<file path="config.mk">
export PLATFORM = sky130hd
export DESIGN_NAME = pipeline_ctrl_flat
export DESIGN_NICKNAME = d
export VERILOG_FILES = /design/src/rtl/pipeline_ctrl_pkg.sv /design/src/rtl/pipeline_ctrl_if.sv /design/src/rtl/pipeline_ctrl_hazard_unit.sv /design/src/rtl/pipeline_ctrl.sv /design/src/flat_wrapper.sv
export SDC_FILE = /design/constraint.sdc
export NUM_CORES = 1
export LEC_CHECK = 0
export CAP_MARGIN = 10
export CELL_PAD_IN_SITES_DETAIL_PLACEMENT = 2
export CELL_PAD_IN_SITES_GLOBAL_PLACEMENT = 2
export CORE_MARGIN = 4
export CORE_UTILIZATION = 30
export CTS_CLUSTER_DIAMETER = 30
export DETAILED_ROUTE_END_ITERATION = 6
export PLACE_DENSITY = 0.9
export SLEW_MARGIN = 20
export SYNTH_ARGS = -nofsm -noshare
export SYNTH_HDL_FRONTEND = slang
export SYNTH_HIERARCHICAL = 1
export SYNTH_SLANG_ARGS = --single-unit
export TNS_END_PERCENT = 30
</file>
<file path="constraint.sdc">
create_clock -name clk -period 7 [get_ports clk]
set_input_delay 1.05 -clock clk [delete_from_list [all_inputs] [get_ports clk]]
set_output_delay 1.05 -clock clk [all_outputs]
set_load 0.02 [all_outputs]
</file>
<file path="src/rtl/pipeline_ctrl_pkg.sv">
// Shared types for the pipeline sequencing controller: FSM state, per-stage
// valid bits, per-stage load enables and the architectural register address.
package pipeline_ctrl_pkg;

    typedef logic [4:0] creg_addr_t;

    typedef enum logic {
        CTRL_IDLE    = 1'b0,
        CTRL_DISCARD = 1'b1
    } ctrl_state_t;

    typedef struct packed {
        logic v_d;
        logic v_e;
        logic v_m;
        logic v_w;
    } stage_valid_t;

    typedef struct packed {
        logic pc_en;
        logic pc_redirect;
        logic en_d;
        logic en_e;
        logic en_m;
        logic en_w;
    } stage_en_t;

    // x0 is hardwired to zero, so a load targeting it never creates a dependency
    function automatic logic src_matches(input logic use_src, input creg_addr_t src,
                                         input creg_addr_t dst);
        return use_src && (src == dst) && (dst != '0);
    endfunction

endpackage

</file>
<file path="src/rtl/pipeline_ctrl_if.sv">
// Bundle between the datapath (master) and the sequencing controller (slave):
// hazard/wait status flows in, enables, valid bits and counters flow out.
interface pipeline_ctrl_if #(
    parameter int CNT_W = 32
);
    import pipeline_ctrl_pkg::*;

    logic             i_wait;
    logic             d_wait;
    logic             ex_redirect;
    logic             ex_is_load;
    creg_addr_t       ex_dst;
    creg_addr_t       dec_rs1;
    creg_addr_t       dec_rs2;
    logic             dec_use_rs1;
    logic             dec_use_rs2;

    logic             pc_en;
    logic             pc_redirect;
    logic             en_d;
    logic             en_e;
    logic             en_m;
    logic             en_w;
    logic             v_d;
    logic             v_e;
    logic             v_m;
    logic             v_w;
    logic [CNT_W-1:0] cnt_stall;
    logic [CNT_W-1:0] cnt_flush;

    modport master (
        output i_wait, d_wait, ex_redirect, ex_is_load, ex_dst,
               dec_rs1, dec_rs2, dec_use_rs1, dec_use_rs2,
        input  pc_en, pc_redirect, en_d, en_e, en_m, en_w,
               v_d, v_e, v_m, v_w, cnt_stall, cnt_flush
    );

    modport slave (
        input  i_wait, d_wait, ex_redirect, ex_is_load, ex_dst,
               dec_rs1, dec_rs2, dec_use_rs1, dec_use_rs2,
        output pc_en, pc_redirect, en_d, en_e, en_m, en_w,
               v_d, v_e, v_m, v_w, cnt_stall, cnt_flush
    );

endinterface

</file>
<file path="src/rtl/pipeline_ctrl_hazard_unit.sv">
// Combinational load-use detector: a load in E whose result a valid D
// instruction needs one cycle too early.
module pipeline_ctrl_hazard_unit
    import pipeline_ctrl_pkg::*;
(
    input  logic       v_d,
    input  logic       v_e,
    input  logic       ex_is_load,
    input  creg_addr_t ex_dst,
    input  creg_addr_t dec_rs1,
    input  creg_addr_t dec_rs2,
    input  logic       dec_use_rs1,
    input  logic       dec_use_rs2,
    output logic       lu
);

    assign lu = v_d && v_e && ex_is_load &&
                (src_matches(dec_use_rs1, dec_rs1, ex_dst) ||
                 src_matches(dec_use_rs2, dec_rs2, ex_dst));

endmodule

</file>
<file path="src/rtl/pipeline_ctrl.sv">
// Five-stage pipeline sequencer: owns the inter-stage valid bits, derives load
// enables / PC control, and drops a fetch that was in flight across a redirect.
module pipeline_ctrl
    import pipeline_ctrl_pkg::*;
#(
    parameter int CNT_W = 32
) (
    input  logic                 clk,
    input  logic                 reset,
    pipeline_ctrl_if.slave       bus
);

    ctrl_state_t      state_q, state_d, state_cur;
    stage_valid_t     valid_q, valid_d, valid_cur;
    stage_en_t        en;
    logic [CNT_W-1:0] cnt_stall_q, cnt_stall_d;
    logic [CNT_W-1:0] cnt_flush_q, cnt_flush_d;
    logic             mem_stall, redir, lu_raw, lu, fetch_ok;

    // While reset is high the outputs reflect the reset image, not stale flops
    assign valid_cur = reset ? stage_valid_t'('0) : valid_q;
    assign state_cur = reset ? CTRL_IDLE : state_q;

    pipeline_ctrl_hazard_unit u_hazard (
        .v_d         (valid_cur.v_d),
        .v_e         (valid_cur.v_e),
        .ex_is_load  (bus.ex_is_load),
        .ex_dst      (bus.ex_dst),
        .dec_rs1     (bus.dec_rs1),
        .dec_rs2     (bus.dec_rs2),
        .dec_use_rs1 (bus.dec_use_rs1),
        .dec_use_rs2 (bus.dec_use_rs2),
        .lu          (lu_raw)
    );

    assign mem_stall = valid_cur.v_m && bus.d_wait;
    assign redir     = valid_cur.v_e && bus.ex_redirect && !mem_stall;
    assign lu        = lu_raw && !mem_stall && !redir;
    assign fetch_ok  = !bus.i_wait && (state_cur == CTRL_IDLE);

    always_comb begin
        valid_d     = valid_cur;
        state_d     = state_cur;
        en          = '0;
        cnt_stall_d = cnt_stall_q;
        cnt_flush_d = cnt_flush_q;

        if (mem_stall) begin
            en.en_w       = 1'b1;
            valid_d.v_w   = 1'b0;
        end else if (redir) begin
            en            = '1;
            valid_d.v_d   = 1'b0;
            valid_d.v_e   = 1'b0;
            valid_d.v_m   = 1'b1;
            valid_d.v_w   = valid_cur.v_m;
        end else if (lu) begin
            en.en_e       = 1'b1;
            en.en_m       = 1'b1;
            en.en_w       = 1'b1;
            valid_d.v_e   = 1'b0;
            valid_d.v_m   = valid_cur.v_e;
            valid_d.v_w   = valid_cur.v_m;
        end else begin
            en.en_d       = 1'b1;
            en.en_e       = 1'b1;
            en.en_m       = 1'b1;
            en.en_w       = 1'b1;
            en.pc_en      = fetch_ok;
            valid_d.v_d   = fetch_ok;
            valid_d.v_e   = valid_cur.v_d;
            valid_d.v_m   = valid_cur.v_e;
            valid_d.v_w   = valid_cur.v_m;
        end

        // A redirect while a stale fetch may still be outstanding keeps discarding
        if (redir && (bus.i_wait || state_cur == CTRL_DISCARD)) begin
            state_d = CTRL_DISCARD;
        end else if (state_cur == CTRL_DISCARD && !bus.i_wait) begin
            state_d = CTRL_IDLE;
        end

        if (!en.pc_en) begin
            cnt_stall_d = cnt_stall_q + CNT_W'(1);
        end
        if (redir) begin
            cnt_flush_d = cnt_flush_q + CNT_W'(1);
        end

        if (reset) begin
            en = '0;
        end
    end

    always_ff @(posedge clk) begin
        if (reset) begin
            state_q     <= CTRL_IDLE;
            valid_q     <= '0;
            cnt_stall_q <= '0;
            cnt_flush_q <= '0;
        end else begin
            state_q     <= state_d;
            valid_q     <= valid_d;
            cnt_stall_q <= cnt_stall_d;
            cnt_flush_q <= cnt_flush_d;
        end
    end

    assign bus.pc_en       = en.pc_en;
    assign bus.pc_redirect = en.pc_redirect;
    assign bus.en_d        = en.en_d;
    assign bus.en_e        = en.en_e;
    assign bus.en_m        = en.en_m;
    assign bus.en_w        = en.en_w;
    assign bus.v_d         = valid_cur.v_d;
    assign bus.v_e         = valid_cur.v_e;
    assign bus.v_m         = valid_cur.v_m;
    assign bus.v_w         = valid_cur.v_w;
    assign bus.cnt_stall   = reset ? '0 : cnt_stall_q;
    assign bus.cnt_flush   = reset ? '0 : cnt_flush_q;

endmodule

</file>
<file path="src/flat_wrapper.sv">
// flat-port wrapper written by rule: the top's interface ports become plain ports
module pipeline_ctrl_flat import pipeline_ctrl_pkg::*;
#(
    parameter int CNT_W = 32
)
  (clk, reset, bus_i_wait, bus_d_wait, bus_ex_redirect, bus_ex_is_load, bus_ex_dst, bus_dec_rs1, bus_dec_rs2, bus_dec_use_rs1, bus_dec_use_rs2, bus_pc_en, bus_pc_redirect, bus_en_d, bus_en_e, bus_en_m, bus_en_w, bus_v_d, bus_v_e, bus_v_m, bus_v_w, bus_cnt_stall, bus_cnt_flush);
  pipeline_ctrl_if #(.CNT_W(CNT_W)) bus_i ();
  input  logic clk;
  input  logic reset;
  input wire logic [$bits(bus_i.i_wait)-1:0] bus_i_wait;
  input wire logic [$bits(bus_i.d_wait)-1:0] bus_d_wait;
  input wire logic [$bits(bus_i.ex_redirect)-1:0] bus_ex_redirect;
  input wire logic [$bits(bus_i.ex_is_load)-1:0] bus_ex_is_load;
  input wire logic [$bits(bus_i.ex_dst)-1:0] bus_ex_dst;
  input wire logic [$bits(bus_i.dec_rs1)-1:0] bus_dec_rs1;
  input wire logic [$bits(bus_i.dec_rs2)-1:0] bus_dec_rs2;
  input wire logic [$bits(bus_i.dec_use_rs1)-1:0] bus_dec_use_rs1;
  input wire logic [$bits(bus_i.dec_use_rs2)-1:0] bus_dec_use_rs2;
  output wire logic [$bits(bus_i.pc_en)-1:0] bus_pc_en;
  output wire logic [$bits(bus_i.pc_redirect)-1:0] bus_pc_redirect;
  output wire logic [$bits(bus_i.en_d)-1:0] bus_en_d;
  output wire logic [$bits(bus_i.en_e)-1:0] bus_en_e;
  output wire logic [$bits(bus_i.en_m)-1:0] bus_en_m;
  output wire logic [$bits(bus_i.en_w)-1:0] bus_en_w;
  output wire logic [$bits(bus_i.v_d)-1:0] bus_v_d;
  output wire logic [$bits(bus_i.v_e)-1:0] bus_v_e;
  output wire logic [$bits(bus_i.v_m)-1:0] bus_v_m;
  output wire logic [$bits(bus_i.v_w)-1:0] bus_v_w;
  output wire logic [$bits(bus_i.cnt_stall)-1:0] bus_cnt_stall;
  output wire logic [$bits(bus_i.cnt_flush)-1:0] bus_cnt_flush;
  assign bus_i.i_wait = bus_i_wait;
  assign bus_i.d_wait = bus_d_wait;
  assign bus_i.ex_redirect = bus_ex_redirect;
  assign bus_i.ex_is_load = bus_ex_is_load;
  assign bus_i.ex_dst = bus_ex_dst;
  assign bus_i.dec_rs1 = bus_dec_rs1;
  assign bus_i.dec_rs2 = bus_dec_rs2;
  assign bus_i.dec_use_rs1 = bus_dec_use_rs1;
  assign bus_i.dec_use_rs2 = bus_dec_use_rs2;
  assign bus_pc_en = bus_i.pc_en;
  assign bus_pc_redirect = bus_i.pc_redirect;
  assign bus_en_d = bus_i.en_d;
  assign bus_en_e = bus_i.en_e;
  assign bus_en_m = bus_i.en_m;
  assign bus_en_w = bus_i.en_w;
  assign bus_v_d = bus_i.v_d;
  assign bus_v_e = bus_i.v_e;
  assign bus_v_m = bus_i.v_m;
  assign bus_v_w = bus_i.v_w;
  assign bus_cnt_stall = bus_i.cnt_stall;
  assign bus_cnt_flush = bus_i.cnt_flush;
  pipeline_ctrl #(.CNT_W(CNT_W)) u_core (.clk(clk), .reset(reset), .bus(bus_i));
endmodule
</file>
After elaboration in Yosys (flattened, before gate mapping). Index checks and enable logic that the tools add are counted.

Flip-flop bits (word level): 69.

Add/subtract/negate cells: 2. Reduce and logical (&&, ||, !) cells: 22. Bitwise operators: 1. Equality and inequality tests: 2. Muxes and demuxes: 18.

Operator list (count): $add 32x1->32 const B (2); $mux 32 (2); $logic_and 1x1->1 (15); $mux 4 (3); $eq 5x5->1 (2); $mux 1 (9); $mux 3 (2); $mux 6 (1); $mux 5 (1); $reduce_bool 5->1 (1); $logic_not 1->1 (3); $logic_or 1x1->1 (2); $reduce_or 2->1 (1); $not 1->1 (1).

Longest topological paths before layout.
Word-level depth: 11. Mapped depth: 10.

By module. Netlist, hierarchy kept.

By module, submodules not included: pipeline_ctrl (cells each 456, sequential area each 1381.3 µm², instances 1, area an instance 3634.7 µm²); pipeline_ctrl_hazard_unit (cells each 17, sequential area each 0.0 µm², instances 1, area an instance 131.4 µm²).

Least setup slack after synthesis. No wires, ideal clock.

Path type: input to output. Start point: input port reset. End point: output port bus_pc_en. Stages on the path: 8. Arrival time: 2.700 ns. Path slack: 3.250 ns. Data required time: 5.950 ns. Buffers on the path: 1. Cell sequence: clkbuf_1 -> nor2b_1 -> o2111ai_1 -> a21oi_1 -> nor2_1 -> and2_1 -> o21ai_0 -> inv_1.

Word-level cells in the longest chain between the ends: 10. Elaborated cells on any way between the ends: 18. Those cells by class: mux: 6; bitwise: 1; reduce/logical: 11.

RTL lines: start: declaration (line flat_wrapper.sv:9) `input logic reset;`; $mux 4 (line pipeline_ctrl.sv:21) `assign valid_cur = reset ? stage_valid_t'('0) : valid_q;`; via bus_v_e (line flat_wrapper.sv:26) `output wire logic [$bits(bus_i.v_e)-1:0] bus_v_e;`; $logic_and 1x1->1 (3 in series) (line pipeline_ctrl_hazard_unit.sv:17) `assign lu = v_d && v_e && ex_is_load &&`; via u_core.lu_raw (line pipeline_ctrl.sv:18) `logic mem_stall, redir, lu_raw, lu, fetch_ok;`; $logic_and 1x1->1 (2 in series) (line pipeline_ctrl.sv:38) `assign lu = lu_raw && !mem_stall && !redir;`; $mux 1 (line pipeline_ctrl.sv:57) `end else if (lu) begin`; $mux 1 (line pipeline_ctrl.sv:51) `end else if (redir) begin`; $mux 5 (line pipeline_ctrl.sv:48) `if (mem_stall) begin`; $mux 6 (line pipeline_ctrl.sv:90) `if (reset) begin`; end: declaration (line flat_wrapper.sv:19) `output wire logic [$bits(bus_i.pc_en)-1:0] bus_pc_en;`.

The timed path passes the listed nets, and every way through them passes these cells.

Worst setup path in the final report.
Start point: input port bus_ex_dst[1]. End point: output port bus_pc_en.

Word-level cells in the longest chain between the ends: 11. Elaborated cells on any way between the ends: 15. Those cells by class: eq/ne: 2; mux: 4; reduce/logical: 9.

RTL lines: start: declaration (line flat_wrapper.sv:14) `input wire logic [$bits(bus_i.ex_dst)-1:0] bus_ex_dst;`; $eq 5x5->1 (line pipeline_ctrl_pkg.sv:31) `return use_src && (src == dst) && (dst != '0);`; $logic_and 1x1->1 (2 in series) (line pipeline_ctrl_pkg.sv:31); $logic_or 1x1->1 (*) (line pipeline_ctrl_hazard_unit.sv:18) `(src_matches(dec_use_rs1, dec_rs1, ex_dst) ||`; $logic_and 1x1->1 (*) (line pipeline_ctrl_hazard_unit.sv:17); via u_core.lu_raw (line pipeline_ctrl.sv:18); $logic_and 1x1->1 (*) (2 in series) (line pipeline_ctrl.sv:38); $mux 1 (*) (line pipeline_ctrl.sv:57); $mux 1 (*) (line pipeline_ctrl.sv:51); $mux 5 (*) (line pipeline_ctrl.sv:48); $mux 6 (*) (line pipeline_ctrl.sv:90).

Mark *: on every way through the listed nets, which the timed path passes. The rest lies on a longest branch.

==> metrics.md <==
| Metric | Value |
|---|---|
| Die X | `120 um` |
| Critical-path cell list | `clkdlybuf4s50_1 -> xor2_1 -> nor4_1 -> nand3_1 -> a21oi_1 -> nor2_1 -> and2_1 -> o21ai_0 -> inv_1 -> clkdlybuf4s50_1` |
| Worst setup path start | `bus_ex_dst[1]` |
| Clk buf depth | `2` |
| Hold Path Origin | `u_core/cnt_flush_q[31]` |
| Slew HR | `34.0%` |
| Total CTS buffers | `9` |
| Drt first pass iters | `4` |
| Worst path bufs/invs | `3` |
| Setup_tns | `0 ns` |
| Worst Path Required | `5.95 ns` |
| Vias in the first global route | `4,211` |
| Initial DRC Count | `122` |
| Largest net degree at the start of global routing | `80` |
| Total global routing overflow | `0` |
| Synth Area per Inst | `7.96 sq um` |
| Slew Viols, Final | `0` |
| Leakage | `1.67 nW` |
| Die area | `0.0144 sq mm` |
| Layout cells sized above 1 | `4.97%` |
| Area Growth Syn to Fin | `36.2%` |
| Ys flop type | `dfxtp_1` |
| Peak VDD IR | `0.0887 mV` |
| Yosys cell types | `47` |
| HP Class | `flop to flop` |
| GR peak layer | `met2` |
| Final RePlAce weighted congestion | `0.849` |
| Slowest stage cell, crit path | `clkdlybuf4s50_1` |
| Worst hold slack | `0.482 ns` |
| Critical R2R Launch | `u_core/valid_q[2]` |
| Synth warnings | `6` |
| Max FO, Critical Path | `4` |
| CTS H-tree lvls | `3` |
| Tot GR Track Use | `18.7%` |
| Final period utilization | `71.9%` |
| Top post-synthesis cells by area | `dfxtp_1 (37%), nor2b_1 (10%), nor2_1 (5.8%), xor2_1 (4.7%), xnor2_1 (3.7%)` |
| DP Worst Slack | `1.96 ns` |
| Antenna violation net count after detailed routing | `0` |
| Cell taking the most area after synthesis | `dfxtp_1` |
| Vias/cell | `5.22` |
| Post-route cell area | `0.00513 sq mm` |
| CTS Hold Bufs | `0` |
| Die H | `120 um` |
| Initial antenna violation count | `0` |
| PnR worst setup slack | `1.97 ns` |
| Post-synth EDFFs | `0` |
| Inserted Diodes | `0` |
| Yosys top cell area share | `36.7%` |
| Worst Skew | `0.00880 ns` |
| Fin crit period | `5.03 ns` |
| Util after Layout | `42.2%` |
| Multi-input gate area | `0.00224 sq mm` |
| FFs w/ async S/R, synth | `0%` |
| Dpl hpwl | `9.58 mm` |
| Max Cap Violations | `0` |
| Routed WL per cell | `18.2 um` |
| Number of I/O pins | `97` |
| Syn nets | `498` |
| Critical Path AT | `3.98 ns` |
| FP Rows | `40` |
| CTS resizes | `0` |
| Final Hold Fails | `0` |
| Worst path most repeated cell | `clkdlybuf4s50_1` |
| Input/output buffers | `96` |
| Clock tree from TritonCTS | `yes` |
| Area of the core | `0.0122 sq mm` |
| Most frequent cells in the layout | `clkdlybuf4s50_1 (95), dfxtp_1 (69), nor2b_1 (63)` |
| Clock sink count | `69` |
| CP endpoint kind | `primary output` |
| Clock-pin slew on the worst setup and hold paths | `0.06 ns` |
| GR Layer Usage met1 | `21.5%` |
| Critical path class | `primary input to primary output` |
| Reg2Reg Depth | `8` |
| Nets | `584` |
| RSZ-0062 raised after global routing | `no` |
| Crit-path max cell delay | `0.57 ns` |
| First-pass GRT wire length | `22.0 mm` |
| Fillers | `1,381` |
| Routed wire length | `13.3 mm` |
| FMAX | `199 MHz` |
| GR Util met2 | `35.0%` |
| M3 GR Usage | `2.73%` |
| #FFs+latches synth | `69` |
| Slew @ Worst Pin | `0.990 ns` |
| Root Driver | `clkbuf_16` |
| Critical path depth in cells | `10` |
| Seq/Total Area, Yosys | `36.7%` |
| Delay-heaviest family, CP | `buffers and inverters` |
| Later-pin clock latency in the skew report | `0.34 ns` |
| # DRC | `0` |
| Post-CTS Setup Bufs | `0` |
| Via Count | `3,813` |
| Seq. cell area | `0.00138 sq mm` |
| Post-placement cell area | `0.00484 sq mm` |
| Starting Density | `31.0%` |
| Post-Synthesis Cells | `473` |
| Most common cell after layout, fill and taps aside | `clkdlybuf4s50_1` |
| CP Launch Type | `primary input` |
| Hold Crit Depth | `2` |
| PD cells | `178 mW/mm^2` |
| Post-Syn Area | `0.00377 sq mm` |
| Outcome | `completed` |
| # setup viols final | `0` |
-- kinds of logic after synthesis --
logic type	Yosys count	share of synthesized area, %
buffers and inverters	32	3.72
flip-flops	69	36.7
XOR/XNOR	36	8.37
AND/OR/NAND/NOR	249	35.1
multiplexers	10	3.06
AO/OA/AOI/OAI	75	12.4
adder cells (fa/ha/maj)	2	0.664
-- stage by stage --
stage	power, mW	cells
3_5_place_dp	0.465	716
6_report	0.915	731
4_1_cts	0.925	731
5_1_grt	0.950	731
3_3_place_gp	0.462	716
2_1_floorplan	0.436	473
-- state kept, by name, summed over array words and instances, names as in the netlist --
signal and flops:
u_core/valid_q 4, u_core/state_q 1, u_core/cnt_flush_q 32, u_core/cnt_stall_q 32
-- cell type report --
| cell class | instances | share of cell area [%] |
|---|---|---|
| inverters | 10 | 0.732 |
| repair buffers | 97 | 18.8 |
| flip-flops and latches | 69 | 26.9 |
| clock buffers | 9 | 4.39 |
| clock inverters | 6 | 1.27 |
| well taps | 168 | 4.10 |
| multi-input cells | 372 | 43.8 |
-- power by group --
part / leakage, nW / internal [mW] / switching [mW] / total (mW)
clock: 0.141 / 0.274 / 0.184 / 0.458
combinational: 0.976 / 0.0250 / 0.0340 / 0.0590
sequential: 0.556 / 0.395 / 0.00330 / 0.398
-- synth_stat cells (all sizes together) (13+ instances only) --
cell type	count
nor3	13
nand3	26
clkbuf	13
nor2b	63
or3	15
xor2	20
nor2	58
o21ai	20
a21oi	23
nand2	30
xnor2	16
dfxtp	69
-- worst paths after layout --
kind                       endpoint  slack [ns]
max                       bus_pc_en        1.97
min reg2reg  u_core/cnt_flush_q[31]        0.48
min          u_core/cnt_flush_q[31]        0.48
max reg2reg  u_core/cnt_stall_q[23]        3.59
-- per-layer routing --
layer  up-vias  part of all wire [%]  wire length, um
met5         -                     0                0
li1       1818                     -                -
met3        17                   2.8              370
met4         0                   1.9              248
met1      1906                    43             5690
met2        72                    53             7020
-- worst reg2reg max path, cell delays in order (launching register included) --
cell and delay [ns]:
dfxtp_1 0.39, nor2b_1 0.28, o2111ai_1 0.15, a21oi_1 0.35, nor2_1 0.14, a22oi_1 0.77
o21ai_1 0.50, nor3_1 0.35, mux2_2 0.37
(Power assumes the default switching activity.)
